### src/rtl/rom_dual_port_pkg.sv
// Shared constants and the ROM content function for the dual-port ROM.
// Every read port builds its lookup table from rom_word(), so the content
// is defined in exactly one place.
package rom_dual_port_pkg;

  // Default geometry: 16 words of 16 bits.
  localparam int AW_DEF = 4;
  localparam int DW_DEF = 16;

  // Supported data width range. The content function works in 64 bits,
  // which is what bounds DW from above.
  localparam int DW_MIN = 8;
  localparam int DW_MAX = 64;

  // Content generator constants: word(a) = a * ROM_MULT + ROM_OFFSET.
  localparam logic [7:0]  ROM_OFFSET = 8'hA5;
  localparam logic [15:0] ROM_MULT   = 16'h0101;

  // Full 64-bit content word for an address. Callers keep the low DW bits,
  // which gives the reduction mod 2**DW.
  function automatic logic [63:0] rom_word(input logic [63:0] addr);
    logic [63:0] mult_w;
    logic [63:0] offs_w;
    mult_w = 64'(ROM_MULT);
    offs_w = 64'(ROM_OFFSET);
    return (addr * mult_w) + offs_w;
  endfunction

endpackage

### src/rtl/rom_dual_port_read_port.sv
// One registered ROM read port with its own constant lookup table.
//
// Enable semantics: en is a plain qualifier, there is no backpressure.
// A rising clk edge with en=1 loads the addressed word into dout (one cycle
// latency, one word per cycle when en stays high). With en=0 dout holds and
// addr is not looked at, so an undefined address cannot disturb the output.
// Synchronous active-low reset clears dout and wins over en.
module rom_read_port
  import rom_dual_port_pkg::*;
#(
  parameter int AW = AW_DEF,
  parameter int DW = DW_DEF
) (
  input  logic          clk,
  input  logic          rst_n,
  input  logic          en,
  input  logic [AW-1:0] addr,
  output logic [DW-1:0] dout
);

  localparam int DEPTH = 2 ** AW;

  // Constant content, one entry per address; folds to logic at elaboration.
  logic [DW-1:0] rom_table [DEPTH];

  for (genvar i = 0; i < DEPTH; i++) begin : g_rom
    localparam logic [63:0] WORD = rom_word(64'(i));
    assign rom_table[i] = WORD[DW-1:0];
  end

  logic [DW-1:0] dout_d;
  logic [DW-1:0] dout_q;

  // Next output word: new lookup when enabled, otherwise hold.
  always_comb begin
    dout_d = dout_q;
    if (en) begin
      dout_d = rom_table[addr];
    end
  end

  // Output register; reset clears it and overrides any pending read.
  always_ff @(posedge clk) begin
    if (!rst_n) begin
      dout_q <= '0;
    end else begin
      dout_q <= dout_d;
    end
  end

  // Output comes straight from the register, no input-to-output path.
  assign dout = dout_q;

endmodule

### src/rtl/rom_dual_port.sv
// Dual-port read-only memory: two independent registered read ports over
// the same constant content. The ports share nothing but clk and rst_n, so
// they never stall each other and may read the same address in one cycle.
module rom_dual_port
  import rom_dual_port_pkg::*;
#(
  parameter int AW = AW_DEF,
  parameter int DW = DW_DEF
) (
  input  logic          clk,
  input  logic          rst_n,
  input  logic          ena,
  input  logic [AW-1:0] addra,
  output logic [DW-1:0] douta,
  input  logic          enb,
  input  logic [AW-1:0] addrb,
  output logic [DW-1:0] doutb
);

  // Port A
  rom_read_port #(
    .AW (AW),
    .DW (DW)
  ) u_port_a (
    .clk   (clk),
    .rst_n (rst_n),
    .en    (ena),
    .addr  (addra),
    .dout  (douta)
  );

  // Port B
  rom_read_port #(
    .AW (AW),
    .DW (DW)
  ) u_port_b (
    .clk   (clk),
    .rst_n (rst_n),
    .en    (enb),
    .addr  (addrb),
    .dout  (doutb)
  );

endmodule

### config.mk
export PLATFORM = sky130hd
export DESIGN_NAME = rom_dual_port
export DESIGN_NICKNAME = d
export VERILOG_FILES = /design/src/rtl/rom_dual_port_pkg.sv /design/src/rtl/rom_dual_port_read_port.sv /design/src/rtl/rom_dual_port.sv
export SDC_FILE = /design/constraint.sdc
export NUM_CORES = 1
export LEC_CHECK = 0
export BUFFER_PORTS_ARGS = -buffer_cell sky130_fd_sc_hd__buf_2
export CAP_MARGIN = 0
export CORE_UTILIZATION = 50
export CTS_BUF_LIST = sky130_fd_sc_hd__clkbuf_8
export DETAILED_ROUTE_END_ITERATION = 7
export HOLD_SLACK_MARGIN = 0.06
export PLACE_DENSITY = 0.83
export SLEW_MARGIN = 10
export SYNTH_ARGS = -nofsm -noshare
export SYNTH_HDL_FRONTEND = slang
export SYNTH_SLANG_ARGS = --single-unit
### constraint.sdc
create_clock -name clk -period 1.3 [get_ports clk]
set_input_delay 0.195 -clock clk [delete_from_list [all_inputs] [get_ports clk]]
set_output_delay 0.195 -clock clk [all_outputs]
set_load 0.05 [all_outputs]
# Word level (Yosys, flattened, before mapping)

Memories as Yosys holds them, arrays and structs flattened. A register that Yosys moved wholly into a read port is not among the register bits.
Index checks and enable logic that the tools add are counted.

Bitwise gates (word level): 2
Reductions and logical operators: 2

Operators by type and width:

| cell                        | count |
|---|---|
| 4-bit NOT with 5-bit output | 2 |
| 1-bit zero test             | 2 |

Flip-flop bits (word level): 0
Memory bits (read-only): 512
Input bits: 12
Output and inout port bits: 32
Logic and storage cells: 6
Memories: 2

Memories:

| memory           | depth | width | read ports | clocked after Yosys merged registers in | write ports | RTL line                      | text |
|---|---|---|---|---|---|---|---|
| (name not given) | 16    | 16    | 1          | 1                                       | 0           | rom_dual_port_read_port.sv:38 | `dout_d = rom_table[addr];` |
| (name not given) | 16    | 16    | 1          | 1                                       | 0           | rom_dual_port_read_port.sv:38 |  |

# Longest topological paths before layout

Gate-level depths: netlist of run 1.

Depth after elaboration: 1
Mapped depth: 4

# Cells and area by module

Synthesis of run 1 repeated with hierarchy kept, for this count alone.

Cells, all modules: 93
Area total of the unflattened synthesis: 984.7 um2

Modules (own cells, without submodules):

| module                    | instances | cells each | area an instance (um2) | sequential area each (um2) |
|---|---|---|---|---|
| rom_read_port at u_port_b | 1         | 46         | 511.7                  | 200.2 |
| rom_read_port at u_port_a | 1         | 47         | 473.0                  | 200.2 |

# Worst setup path after synthesis of run 1

OpenSTA, ideal clock, no wires.

Kind: register to output
Start point: register u_port_a.dout_q[7] (netlist: u_port_a.dout[7])
End point: output port douta[7]
Arrival: 914 ps
Path slack: 191 ps
Stages on the path, launching flop included: 2
Buffers on the path: 1
Cell sequence: dfxtp_1 > buf_4

RTL lines:

| what        | RTL line                      | text |
|---|---|---|
| from (decl) | rom_dual_port_read_port.sv:32 | `logic [DW-1:0] dout_q;` |
| to (decl)   | rom_dual_port.sv:14           | `output logic [DW-1:0] douta,` |

No word-level cell between the ends.

==> metrics.txt, run 1 <==
status completed; VDD IR max between 1000 and 1500 uV; GR Layer Usage met1 0.192; vias per cell ~4.7; Max stage delay on crit path 0.35 ns; CTS Buf Count 3; final hold slack around 0.16 ns; post-CTS setup buffers 0; largest net degree at the start of global routing 21; number of global-route vias before repair 572; Filler Cell Count 161; CP startpoint kind flip-flop; Die Wd around 45 um; Global Route met2 Usage 0.278; Placed Instances 140; post-DP HPWL approximately 1100 um; WL/cell 10.7 um; combinational fraction of design power 0.233; MaxCap Viol Count 0; Cell variety after synth 22; Residual DRC 0; TNS Setup 0 ns; Starting Density 0.536; Port-buffer cells 33; Nets roughly 140; Root Driver clkbuf_8; Post-Syn Area per Cell roughly 10 sq um; Resize count post-CTS 0; post-layout instance area 1100 sq um; Gate Count Post-Synth 90; global-route wire length before repair 2390 um; drt pass-1 iters 3; initial antenna violation count 0; DRT antenna net count 0; family with the most delay on the worst path flip-flops; final hold violation count 0; Yosys top cell area share 0.433; Final period util 0.824; slowest CP cell dfxtp_1; Setup-failing EPs final 0; RePlAce Congestion between 0.7 and 0.8; PwrDens 1520 nW/um^2; Rows 15; crit end category output port; critical path class reg2out; max-slew violations 0; Mapped Area around 920 sq um; type of the most critical hold path in2reg; IO Count 44; Routed WL roughly 1500 um; die area 2030 sq um; clock power share 0.364; Final Instance Count excl. Fillers between 100 and 150; total number of yosys warnings 0; hold_buf cts 0; GRT met3 Usage 0.0440; CP required between 1 and 1.5 ns; Worst-path clk slew 0.08 ns; Most Crowded Layer GR met2; Sequential Power Share 0.403; Core ar. about 1700 sq um; min cycle time layout ~1.1 ns; clk_skew 0 ns; Area Growth Syn to Fin 18.8%; top cells by area, synth dfxtp_1, mux2i_1, buf_4; CTS tree built; All-Layer GR Usage 0.164; Vias ~680; fmax ~930 MHz; Net Sw Frac 0.307; clock tree sinks 20; worst path arrival time about 0.88 ns; Synth Register Bits 20; Net Switching approximately 510 uW; post-layout power 1.66 mW; worst skew pair latency between 0.2 and 0.3 ns; total gr overflow 0; RSZ-0062 raised after global routing no; crit-path max FO 3; Die Span Y approximately 45 um; layout cells sized above 1 0.319; area leader, netlist dfxtp_1; worst-case clock buffer depth 2; Lkg Pwr roughly 0.55 nW; CP Buf/Inv Count 1; CTS H-tree depth 1; diode count 0; sequential share of the synthesized area 0.433; placed inst area between 1000 and 1500 sq um; area of the multi-input gates ~430 sq um; Sequential Area approximately 400 sq um; Pint between 1 and 1.5 mW; Iter 0 DRT Violations 10; crit-path cells buf_2
==> final cells by class <==
cell class / instances / share of cell area
Clock inverter: 1 / 0.0273
Inverter: 1 / 0.00342
Sequential cell: 20 / 0.364
Timing Repair Buffer: 33 / 0.150
Clock buffer: 3 / 0.0376
Tap cell: 25 / 0.0285
Multi-Input combinational cell: 61 / 0.388
==> synthesized netlist by cell type (all sizes together) <==
master	instances
buf	15
o311ai	1
nor2b	10
and2	1
inv	1
a21boi	3
o31ai	1
o21ai	5
a21oi	4
nand2b	3
ha	4
clkbuf	2
o211ai	3
o21a	2
nor2	1
conb	1
mux2i	11
nand2	1
dfxtp	20
o211a	1
==> cell families (layout without fill, tap and decap cells) <==
logic type                 after synthesis  after routing  share of synthesized area
buffers and inverters                   18             38                      0.142
and+or+nand+nor                         16             16                      0.106
other                                    1             10                    0.00406
adders and majority gates                4              4                     0.0541
DFF                                     20             20                      0.433
AOI/OAI and AO/OA                       20             20                      0.142
muxes                                   11             11                      0.119
==> through the flow <==
stage | utilization | worst slack (ns)
after detailed placement | 0.595 | 0.198
after floorplan | - | 0.191
after CTS | 0.636 | 0.224
after global placement | 0.595 | 0.316
after global routing | 0.636 | 0.182
final | 0.636 | 0.228
==> path summary, 6_finish.rpt <==
path	startpoint	endpoint	slack, ns	cells past startpoint
setup / recovery	u_port_b.dout[7]$_SDFFE_PN0P_	doutb[5]	0.23	1
setup reg to reg	u_port_a.dout[0]$_SDFFE_PN0P_	u_port_a.dout[0]$_SDFFE_PN0P_	0.63	3
hold reg to reg	u_port_a.dout[4]$_SDFFE_PN0P_	u_port_a.dout[4]$_SDFFE_PN0P_	0.47	2
hold / removal	addrb[0]	u_port_b.dout[0]$_SDFFE_PN0P_	0.16	2
==> registers in the layout (all words and copies together), names as in the netlist <==
register / count
u_port_a.dout: 10
u_port_b.dout: 10
==> power by group through the flow <==
stage,combinational [mW],sequential [mW],clock [mW]
floorplan,0.201,0.824,0
finish,0.387,0.672,0.606
global route,0.410,0.677,0.643
global placement,0.381,0.684,0
detailed placement,0.388,0.685,0
CTS,0.389,0.672,0.620
==> cell usage in the layout (no fill, tap or decap), drive strengths merged <==
master	count
nor2	1
bufinv	1
o311ai	1
mux2i	11
nand2b	3
ha	4
clkbuf	3
nand2	1
and2	1
o21ai	5
a21boi	3
o211ai	3
buf	33
nor2b	10
conb	10
o31ai	1
inv	1
dfxtp	20
o211a	1
a21oi	4
o21a	2
==> layer usage <==
layer / vias up / part of all wire
li1: 340 / -
met1: 301 / 0.47
met2: 32 / 0.45
met3: 2 / 0.075
met4: 0 / 0.0032
met5: - / 0
Note: power is estimated with default switching activity, not from simulation.
==> run 2: changes to the inputs <==
--- a/config.mk
+++ b/config.mk
@@ -7,11 +7,11 @@
 export LEC_CHECK = 0
 export BUFFER_PORTS_ARGS = -buffer_cell sky130_fd_sc_hd__buf_2
 export CAP_MARGIN = 0
-export CORE_UTILIZATION = 50
+export CORE_UTILIZATION = 42
 export CTS_BUF_LIST = sky130_fd_sc_hd__clkbuf_8
 export DETAILED_ROUTE_END_ITERATION = 7
 export HOLD_SLACK_MARGIN = 0.06
-export PLACE_DENSITY = 0.83
+export PLACE_DENSITY = 0.74
 export SLEW_MARGIN = 10
 export SYNTH_ARGS = -nofsm -noshare
 export SYNTH_HDL_FRONTEND = slang
==> constraint.sdc (replaced) <==
create_clock -name clk -period 0.9 [get_ports clk]
set_input_delay 0.135 -clock clk [delete_from_list [all_inputs] [get_ports clk]]
set_output_delay 0.135 -clock clk [all_outputs]
set_load 0.05 [all_outputs]
==> run 2 against run 1 <==
Compared with the run above: global-route usage decreased by 1.8 points; clock skew unchanged; hold slack improved by 0.016 ns; critical path type unchanged; worst setup slack got worse by 0.23 ns; via count up 3.7%; critical endpoint is now doutb[7]; register-to-register slack got worse by 0.55 ns.
==> metrics.txt, run 2 (same netlist as run 1, synthesis figures left out) <==
final core occ 0.650; Iter 0 DRT Violations 1; final hold slack about 0.18 ns; Nets between 100 and 150; TNS Setup 0 ns; Die Wd 48.9 um; hold endpoint u_port_b.dout[9]$_SDFFE_PN0P_; R2R Path End u_port_a.dout[0]$_SDFFE_PN0P_; DRT antenna net count 0; fmax roughly 1100 MHz; vias per cell 4.67; total gr overflow 0; worst hold start addrb[1]; crit-path cells buf_8; Rows 16; worst skew pair latency about 0.24 ns; initial antenna violation count 0; R2R cell count 4; CTS tree built; Worst-path clk slew approximately 0.070 ns; worst path arrival time between 0.7 and 0.8 ns; Starting Density 0.457; Max stage delay on crit path 0.37 ns; post-layout power 2.23 mW; pre-CTS setup slack -0.0448 ns; Residual DRC 0; IO Count between 40 and 50; CP startpoint kind flip-flop; hold depth 3; WP depth 1; status completed; Setup-failing EPs final 0; layout cells sized above 1 0.504; clock tree sinks 20; hold_buf cts 0; drt pass-1 iters 2; crit end category output port; Lkg Pwr about 0.6 nW; CP Buf/Inv Count 1; diode count 0; critical path class reg2out; RR Startpoint u_port_a.dout[0]$_SDFFE_PN0P_; MaxCap Viol Count 0; CTS Buf Count 3; RePlAce Congestion 0.702; Core ar. 2020 sq um; post-DP HPWL 1210 um; final setup margin 0.00159 ns; RSZ-0062 raised after global routing yes; slowest CP cell dfxtp_4; post-layout instance area roughly 1300 sq um; number of global-route vias before repair 627; R2R setup slack around 0.080 ns; Placed Instances about 140; Routed WL approximately 1700 um; global-route wire length before repair between 2000 and 3000 um; worst-case clock buffer depth 2; commonest non-fill, non-tap cells in the layout dfxtp_2, buf_6, mux2i_1, buf_2; final hold violation count 0; largest net degree at the start of global routing 21; All-Layer GR Usage 0.145; min cycle time layout roughly 0.9 ns; clk_skew 0 ns; Area Growth Syn to Fin 42.1%; family with the most delay on the worst path flip-flops; CP required 0.76 ns; commonest non-fill, non-tap cell in the layout dfxtp_2; Final period util 0.998; WL/cell roughly 11 um; CTS H-tree depth 1; Root Driver clkbuf_8; crit-path max FO 3; PwrDens around 1700 nW/um^2; Die Span Y roughly 49 um; placed inst area ~1100 sq um; Port-buffer cells 33; Final Instance Count excl. Fillers 150; Vias 700; type of the most critical hold path in2reg; VDD IR max 1110 uV; max-slew violations 0; die area approximately 2400 sq um
run 2: cell count changes in the layout (fill, tap and decap cells not counted):
cell / change
dfxtp_2: +18
buf_4: +5
dfxtp_4: +2
buf_6: +12
buf_2: -22
buf_8: +10
dfxtp_1: -20
bufinv_16: -1
run 2: worst max path at each step:
| stage | from | slack, ns | end |
|---|---|---|---|
| floorplan | u_port_b.dout[3]$_SDFFE_PN0P_ | 0.02 | u_port_b.dout[3]$_SDFFE_PN0P_ |
| global route | u_port_b.dout[7]$_SDFFE_PN0P_ | -0.03 | doutb[7] |
| detailed placement | addrb[0] | -0.04 | u_port_b.dout[3]$_SDFFE_PN0P_ |
| global placement | addrb[0] | -0.01 | u_port_b.dout[3]$_SDFFE_PN0P_ |
| CTS | u_port_a.dout[7]$_SDFFE_PN0P_ | -0.03 | douta[5] |
| finish | u_port_b.dout[7]$_SDFFE_PN0P_ | 0.002 | doutb[7] |
run 2: cell type report:
class | count | area (sq um)
clock buffers | 3 | 41.3
fillers | 162 | 708
inverters | 1 | 3.75
multi-input cells | 61 | 427
flip-flops and latches | 20 | 430
well taps | 27 | 33.8
repair buffers | 38 | 378
run 2: power by group:
| group | leakage, nW | internal (mW) | total, mW | switching [mW] |
|---|---|---|---|---|
| clock network | 0.0216 | 0.297 | 0.553 | 0.256 |
| registers | 0.173 | 0.953 | 1.00 | 0.0480 |
| logic | 0.414 | 0.241 | 0.673 | 0.431 |
| total | 0.608 | 1.49 | 2.23 | 0.736 |
run 2: per-layer routing:
layer | GRT usage | wire (um)
met1 | 0.158 | 729
met2 | 0.264 | 831
met3 | 0.0312 | 91
met4 | 0.0735 | 9
met5 | 0 | 0
run 2: timing repair:
| item | 4_1_cts | 5_1_grt |
|---|---|---|
| resized for setup | 44 | 16 |
| endpoints found under the setup margin | 22 | 13 |
| setup buffers | 0 | 3 |
